--- src/rtl/kmul_pkg.sv ---
// Shared widths and defaults for the Karatsuba multiplier stream adapter.
package kmul_pkg;

   localparam int TAG_WIDTH_DEF = 4;

   function automatic int prod_w(input int width);
      return 2 * width;
   endfunction

   // Credit counters must hold the value DEPTH itself, hence the extra bit.
   function automatic int cnt_w(input int depth);
      return $clog2(depth) + 1;
   endfunction

endpackage

--- src/rtl/kmul_sync_fifo.sv ---
// First-word-fall-through synchronous FIFO with registered occupancy count.
module kmul_sync_fifo
   import kmul_pkg::*;
#(
   parameter int DATA_W = 64,
   parameter int DEPTH  = 8
) (
   input  logic                      clk,
   input  logic                      reset,
   input  logic                      push_i,
   input  logic [DATA_W-1:0]         wdata_i,
   input  logic                      pop_i,
   output logic [DATA_W-1:0]         rdata_o,
   output logic                      valid_o,
   output logic [cnt_w(DEPTH)-1:0]   count_o
);

   localparam int PTR_W = $clog2(DEPTH);
   localparam int CW    = cnt_w(DEPTH);

   logic [DATA_W-1:0] mem_q [DEPTH];
   logic [PTR_W-1:0]  wr_q, wr_d, rd_q, rd_d;
   logic [CW-1:0]     count_q, count_d;
   logic              pop_ok, push_ok;

   assign pop_ok  = pop_i && (count_q != '0);
   // A push into a full FIFO is only accepted when the head leaves in the same cycle.
   assign push_ok = push_i && ((count_q != CW'(DEPTH)) || pop_ok);

   always_comb begin
      wr_d    = wr_q;
      rd_d    = rd_q;
      count_d = count_q;
      if (push_ok) wr_d = wr_q + PTR_W'(1);
      if (pop_ok)  rd_d = rd_q + PTR_W'(1);
      case ({push_ok, pop_ok})
         2'b10:   count_d = count_q + CW'(1);
         2'b01:   count_d = count_q - CW'(1);
         default: count_d = count_q;
      endcase
   end

   always_ff @(posedge clk) begin
      if (!reset) begin
         wr_q    <= '0;
         rd_q    <= '0;
         count_q <= '0;
      end else begin
         wr_q    <= wr_d;
         rd_q    <= rd_d;
         count_q <= count_d;
      end
   end

   always_ff @(posedge clk) begin
      if (push_ok) mem_q[wr_q] <= wdata_i;
   end

   assign rdata_o = mem_q[rd_q];
   assign valid_o = (count_q != '0);
   assign count_o = count_q;

endmodule

--- src/rtl/kmul_stream_adapter.sv ---
// Valid/ready wrapper around a fixed-latency multiplier with credit-protected output FIFO.
// Optional sideband tags travel with each op when KMUL_ADAPTER_TAG_EN is defined.
module kmul_stream_adapter
   import kmul_pkg::*;
#(
   parameter int WIDTH      = 32,
   parameter int FIFO_DEPTH = 8,
   parameter int TAG_WIDTH  = TAG_WIDTH_DEF
) (
   input  logic                     clk,
   input  logic                     reset,
   input  logic [WIDTH-1:0]         in_a,
   input  logic [WIDTH-1:0]         in_b,
`ifdef KMUL_ADAPTER_TAG_EN
   input  logic [TAG_WIDTH-1:0]     in_tag,
`endif
   input  logic                     in_valid,
   output logic                     in_ready,
   output logic [WIDTH-1:0]         mul_a,
   output logic [WIDTH-1:0]         mul_b,
   output logic                     mul_valid,
   input  logic [prod_w(WIDTH)-1:0] mul_product,
   input  logic                     mul_pvalid,
   output logic [prod_w(WIDTH)-1:0] out_product,
`ifdef KMUL_ADAPTER_TAG_EN
   output logic [TAG_WIDTH-1:0]     out_tag,
`endif
   output logic                     out_valid,
   input  logic                     out_ready,
   output logic                     err_unexpected
);

   localparam int PW = prod_w(WIDTH);
   localparam int CW = cnt_w(FIFO_DEPTH);
`ifdef KMUL_ADAPTER_TAG_EN
   localparam int TAG_EN = 1;
`else
   localparam int TAG_EN = 0;
`endif
   localparam int OUT_W = PW + TAG_EN * TAG_WIDTH;

   logic [CW-1:0]    in_flight_q, in_flight_d, fifo_count;
   logic [CW:0]      credits_used;
   logic [WIDTH-1:0] mul_a_q, mul_a_d, mul_b_q, mul_b_d;
   logic             mul_valid_q, err_q, err_d;
   logic             issue, capture, spurious, pop;
   logic [OUT_W-1:0] fifo_wdata, fifo_rdata;

   // Every slot is either in the multiplier pipe or in the FIFO; both terms are registered.
   assign credits_used = {1'b0, in_flight_q} + {1'b0, fifo_count};
   assign in_ready     = credits_used < (CW+1)'(FIFO_DEPTH);

   assign issue    = in_valid && in_ready;
   assign capture  = mul_pvalid && (in_flight_q != '0);
   assign spurious = mul_pvalid && (in_flight_q == '0);
   assign pop      = out_valid && out_ready;

   always_comb begin
      in_flight_d = in_flight_q;
      mul_a_d     = mul_a_q;
      mul_b_d     = mul_b_q;
      err_d       = err_q || spurious;
      if (issue && !capture)      in_flight_d = in_flight_q + CW'(1);
      else if (capture && !issue) in_flight_d = in_flight_q - CW'(1);
      if (issue) begin
         mul_a_d = in_a;
         mul_b_d = in_b;
      end
   end

   always_ff @(posedge clk) begin
      if (!reset) begin
         in_flight_q <= '0;
         mul_a_q     <= '0;
         mul_b_q     <= '0;
         mul_valid_q <= 1'b0;
         err_q       <= 1'b0;
      end else begin
         in_flight_q <= in_flight_d;
         mul_a_q     <= mul_a_d;
         mul_b_q     <= mul_b_d;
         mul_valid_q <= issue;
         err_q       <= err_d;
      end
   end

   assign mul_a          = mul_a_q;
   assign mul_b          = mul_b_q;
   assign mul_valid      = mul_valid_q;
   assign err_unexpected = err_q;

`ifdef KMUL_ADAPTER_TAG_EN
   logic [TAG_WIDTH-1:0] tag_head;
   logic                 tag_vld;

   // Tags queue in issue order; the in-order multiplier lets the head pair with each product.
   kmul_sync_fifo #(.DATA_W(TAG_WIDTH), .DEPTH(FIFO_DEPTH)) u_tag_fifo (
      .clk     (clk),
      .reset   (reset),
      .push_i  (issue),
      .wdata_i (in_tag),
      .pop_i   (capture),
      .rdata_o (tag_head),
      .valid_o (tag_vld),
      .count_o ()
   );

   assign fifo_wdata = {(tag_vld ? tag_head : '0), mul_product};
   assign out_tag    = fifo_rdata[PW +: TAG_WIDTH];
`else
   assign fifo_wdata = mul_product;
`endif

   kmul_sync_fifo #(.DATA_W(OUT_W), .DEPTH(FIFO_DEPTH)) u_out_fifo (
      .clk     (clk),
      .reset   (reset),
      .push_i  (capture),
      .wdata_i (fifo_wdata),
      .pop_i   (pop),
      .rdata_o (fifo_rdata),
      .valid_o (out_valid),
      .count_o (fifo_count)
   );

   assign out_product = fifo_rdata[PW-1:0];

endmodule
--- config.mk ---
export PLATFORM = sky130hd
export DESIGN_NAME = kmul_stream_adapter
export DESIGN_NICKNAME = d
export VERILOG_FILES = /design/src/rtl/kmul_pkg.sv /design/src/rtl/kmul_sync_fifo.sv /design/src/rtl/kmul_stream_adapter.sv
export SDC_FILE = /design/constraint.sdc
export NUM_CORES = 1
export LEC_CHECK = 0
export ABC_AREA = 1
export CAP_MARGIN = 20
export CORE_ASPECT_RATIO = 0.75
export CORE_UTILIZATION = 24
export DETAILED_ROUTE_END_ITERATION = 10
export DONT_BUFFER_PORTS = 1
export PLACE_DENSITY = 0.41
export SLEW_MARGIN = 25
export SYNTH_ARGS = -nofsm -noshare
export SYNTH_HDL_FRONTEND = slang
export SYNTH_SLANG_ARGS = --single-unit
--- constraint.sdc ---
create_clock -name clk -period 11.2 [get_ports clk]
set_input_delay 1.12 -clock clk [delete_from_list [all_inputs] [get_ports clk]]
set_output_delay 1.12 -clock clk [all_outputs]
set_load 0.1 [all_outputs]
Word level (Yosys, flattened, before mapping)

Memory sizes are Yosys's and may differ from the RTL's. A register that Yosys moved wholly into a read port is not among the register bits.
Index checks and enable logic that the tools add are counted.

Bits in registers: 80
RAM bits: 512
Input bits: 133
Output and inout bits: 132
Word-level logic and storage cells: 44
Memories kept: 1

$add $sub $neg: 7
Magnitude comparators: 1
Eq/ne operators: 3
Multiplexer cells: 7
Reduce and logical (&&, ||, !) cells: 17

Memory list:

| memory           | words | width | rd ports | clocked after memory_dff | write ports | RTL line             | RTL |
|---|---|---|---|---|---|---|---|
| u_out_fifo.mem_q | 8     | 64    | 1        | 1                        | 1           | kmul_sync_fifo.sv:21 | `logic [DATA_W-1:0] mem_q [DEPTH];` |

Operators with widths:

| cell                                                                         | count |
|---|---|
| 4-bit by 1-bit adder with 4-bit output, second input constant                | 2 |
| 1-bit logical AND                                                            | 8 |
| 4-bit 2-to-1 mux                                                             | 2 |
| 4-bit one-hot mux with 2 select lines                                        | 1 |
| 4-bit nonzero test                                                           | 2 |
| 4-bit by 1-bit subtractor with 4-bit output, second input constant           | 2 |
| 3-bit by 1-bit adder with 3-bit output, second input constant                | 2 |
| 3-bit 2-to-1 mux                                                             | 2 |
| 4-bit by 4-bit adder with 5-bit output                                       | 1 |
| 5-bit by 4-bit less-than comparator with 1-bit output, second input constant | 1 |
| 4-bit zero test                                                              | 1 |
| 4-bit != test, second input constant                                         | 1 |
| 2-bit nonzero test                                                           | 2 |
| 2-bit by 1-bit equality test with 1-bit output, second input constant        | 1 |
| 2-bit equality test, second input constant                                   | 1 |
| 1-bit zero test                                                              | 2 |
| 1-bit logical OR                                                             | 2 |
| 1-bit 2-to-1 mux                                                             | 2 |

Logic depth before layout (Yosys ltp)

Word-level depth: 7
Mapped depth: 16
Depth with buffers taken out: 15

Cells and area by module

A second synthesis with hierarchy kept.

Cell total of the unflattened synthesis: 2008
Area total of the unflattened synthesis: 23505.0 µm²

By module, submodules not included:

| module              | instances | cells an instance | area an instance (µm²) | sequential area each (µm²) |
|---|---|---|---|---|
| kmul_sync_fifo      | 1         | 1541              | 20439.6                | 15635.0 |
| kmul_stream_adapter | 1         | 467               | 3065.4                 | 1401.3 |

Worst setup path before layout

Ideal clock, no wire load.

Kind: input -> register
Start: input port mul_pvalid
End: memory u_out_fifo.mem_q[0][0] (enable)
Library setup time: 0.486 ns
Arrival: 4.415 ns
Required time: 10.714 ns
Slack: 6.298 ns
Stages on the path: 5
Buffers on the path: 0
Cell sequence: inv_1 > a21oi_1 > nand2_1 > or2_2 > nor2_1

Cells in the longest elaborated chain, start to end: 4

Ends and longest elaborated chain:

| item                                   | RTL line                  | RTL |
|---|---|---|
| from (decl)                            | kmul_stream_adapter.sv:23 | `input logic mul_pvalid,` |
| 1-bit logical AND                      | kmul_stream_adapter.sv:54 | `assign capture = mul_pvalid && (in_flight_q != '0);` |
| 1-bit logical AND                      | kmul_sync_fifo.sv:28      | `assign push_ok = push_i && ((count_q != CW'(DEPTH)) \|\| pop_ok);` |
| 1-bit 2-to-1 mux                       | kmul_sync_fifo.sv:56      | `if (push_ok) mem_q[wr_q] <= wdata_i;` |
| 1-bit 2-to-1 mux (not written as such) | kmul_sync_fifo.sv:56      |  |
| to (decl)                              | kmul_sync_fifo.sv:21      |  |

No other way between the ends.

==> run metrics <==
post_cts resized=0; DIE AREA=96700 sq um; ANT cells=0; htree depth=3; Worst Max-Slew Pin Slew=1.01 ns; Layout area overhead=19.0%; CP Data Arrival Time=3.82 ns; Internal=4.63 mW; Final Hold Fails=0; Required @ worst endpoint=10.08 ns; Die Y=270 um; Routed Antenna Nets=0; Initial Util=24.4%; max_cap viols=0; crit path kind=reg -> out; final net count=2053; Final Setup Violations=0; clock buffer depth=3; Post-CTS Setup Repair Bufs=0; Global Route Usage Sum=12.4%; DR vias=14200; Fmax=202 MHz; Syn Nets=2016; Inst Count DP=3077; sequential share of power=37.1%; Fin Setup TNS=0 ns; first-pass GRT wire length=91.2 mm; synth warn=0; final std cells w/o fill=3198; post-synth top area share=67.1%; Post-synth top flop=edfxtp_1; cts hold-fix bufs=0; register bit total from synthesis=595; largest net degree at the start of global routing=162; Ports=265; DRT Pass-1 Iters=5; most frequent cell after synthesis=edfxtp_1; Synth area leader=edfxtp_1; status=finished, final reports clean; Slew Limit Fails=0; clk_lat worst skew=0.60 ns; clock sinks=595; top cells by area, synth=edfxtp_1 (67%), nor2_1 (7.7%), dfxtp_1 (7.3%); Synth cell types=29; Slew HR=32.8%; Iteration-0 DRC Markers=894; Root Buffer=clkbuf_16; Num CTS Buffers=66; sw frac=44.3%; DP HPWL=31.4 mm; Post-synth EDFFs=512; CTS tree=built; register area share after synthesis=74.3%; Leak Pwr=8.87 nW; Net Switching=3.68 mW; GP Congestion=0.708; Std-Cell Rows=97; drt total wl=60.7 mm; Power Total=8.31 mW; GRT overflow=0; skew final=0.0212 ns; post-route clock period utilization=44.1%; CP Capture Type=primary output; r2r setup slk=7.35 ns; critical path startpoint category=flop; Syn Inst Count=1871; post-DR wirelength/cell=19.0 um; CP Max Fanout=76; PwrDens=305 nW/um^2; Core ar.=93900 sq um; Clk pwr share=27.0%; Gate power share=35.9%; Post-synth top cells=edfxtp_1 (512), nor2_1 (470), o21ai_0 (231); crit path time final=4.94 ns; initial antenna violation count=0; layout cells sized above 1=14.5%; Clock Pin Slew Worst Setup and Hold Paths=0.06 ns; worst vdd ir=0.000247 V; Mapped Area=22900 sq um; ys async rst share=0%; IO Port Bufs=0; vias per std cell=4.45; number of global-route vias before repair=14400; synthesized area per cell=12.2 sq um; HP Class=reg -> reg; Die Wd=359 um; RSZ-0062 raised after global routing=false; DR DRC count=0
## kinds of logic (layout without fill, tap and decap cells)
| family | after synthesis | in the layout | synth area share [%] |
|---|---|---|---|
| and+or+nand+nor | 647 | 647 | 10.8 |
| xor gates and xnor gates | 4 | 4 | 0.153 |
| DFF | 595 | 595 | 74.3 |
| AOI/OAI and AO/OA | 469 | 469 | 11.0 |
| buffers and inverters | 144 | 234 | 3.08 |
| adders and majority gates | 12 | 12 | 0.721 |
## worst max-delay path: stages, from the launching register on
cell and delay, ns:
dfxtp_4 0.59, buf_4 0.76, buf_4 0.75, o21ai_0 0.22, o22ai_1 0.20, nor2_1 0.07, a31oi_2 0.21, buf_4 0.32
## worst paths after layout
path                                         from  cells past startpoint                               to
setup / recovery                             flop                      7                  out_product[30]
hold / removal    u_out_fifo.rd_q[2]$_SDFFE_PN0P_                      2  u_out_fifo.rd_q[2]$_SDFFE_PN0P_
setup reg to reg      in_flight_q[1]$_SDFFE_PN0P_                     16      in_flight_q[3]$_SDFFE_PN0P_
hold reg to reg   u_out_fifo.rd_q[2]$_SDFFE_PN0P_                      2  u_out_fifo.rd_q[2]$_SDFFE_PN0P_
## registers in the layout, indices dropped and copies added, names as in the netlist, named ones only
register            cells
mul_b                  32
err_unexpected          1
u_out_fifo.count_o      4
in_flight_q             4
mul_a                  32
mul_valid               1
u_out_fifo.rd_q         3
u_out_fifo.wr_q         3
u_out_fifo.mem_q      512
## power by group through the flow
stage,Clock [mW],Sequential [mW],Combinational (mW)
global route,2.41,3.10,3.20
detailed placement,0,3.13,3.03
CTS,2.33,3.09,3.04
global placement,0,3.13,3.01
finish,2.24,3.08,2.98
floorplan,0,3.10,2.30
## cell usage in the layout (no fill, tap or decap), types with 64 or more instances in the layout
| cell | instances |
|---|---|
| edfxtp_1 | 512 |
| nor2_1 | 462 |
| o21ai_0 | 231 |
| nand2_1 | 159 |
| buf_4 | 88 |
| dfxtp_1 | 81 |
| a21oi_1 | 74 |
| clkbuf_16 | 68 |
| o22ai_1 | 64 |
| a31oi_2 | 64 |
## area by class of cell
type	instances	area, sq um
clock buffers	77	1760
clock inverters	44	484
fillers	9551	66700
inverters	24	109
multi-input cells	1132	5640
flip-flops and latches	595	17000
well taps	1237	1550
repair buffers	89	688
## through the flow
| stage | cell area (sq um) | setup slack, ns | hold WS (ns) | util, % |
|---|---|---|---|---|
| floorplan | 22900 | 6.30 | 0.433 | - |
| global placement | 25000 | 6.79 | 0.451 | 26.6 |
| detailed placement | 25000 | 6.82 | 0.457 | 26.6 |
| CTS | 27300 | 6.13 | 0.465 | 29.0 |
| global route | 27300 | 5.91 | 0.506 | 29.0 |
| finish | 27300 | 6.26 | 0.461 | 29.0 |
## layer usage
metal	vias to the layer above	wire length (um)	GRT usage, %
li1	6768	-	-
met1	7111	28000	16.0
met2	258	28700	20.5
met3	81	2710	2.91
met4	0	1300	3.69
met5	-	0	0
Power figures use the tool's default switching activity.
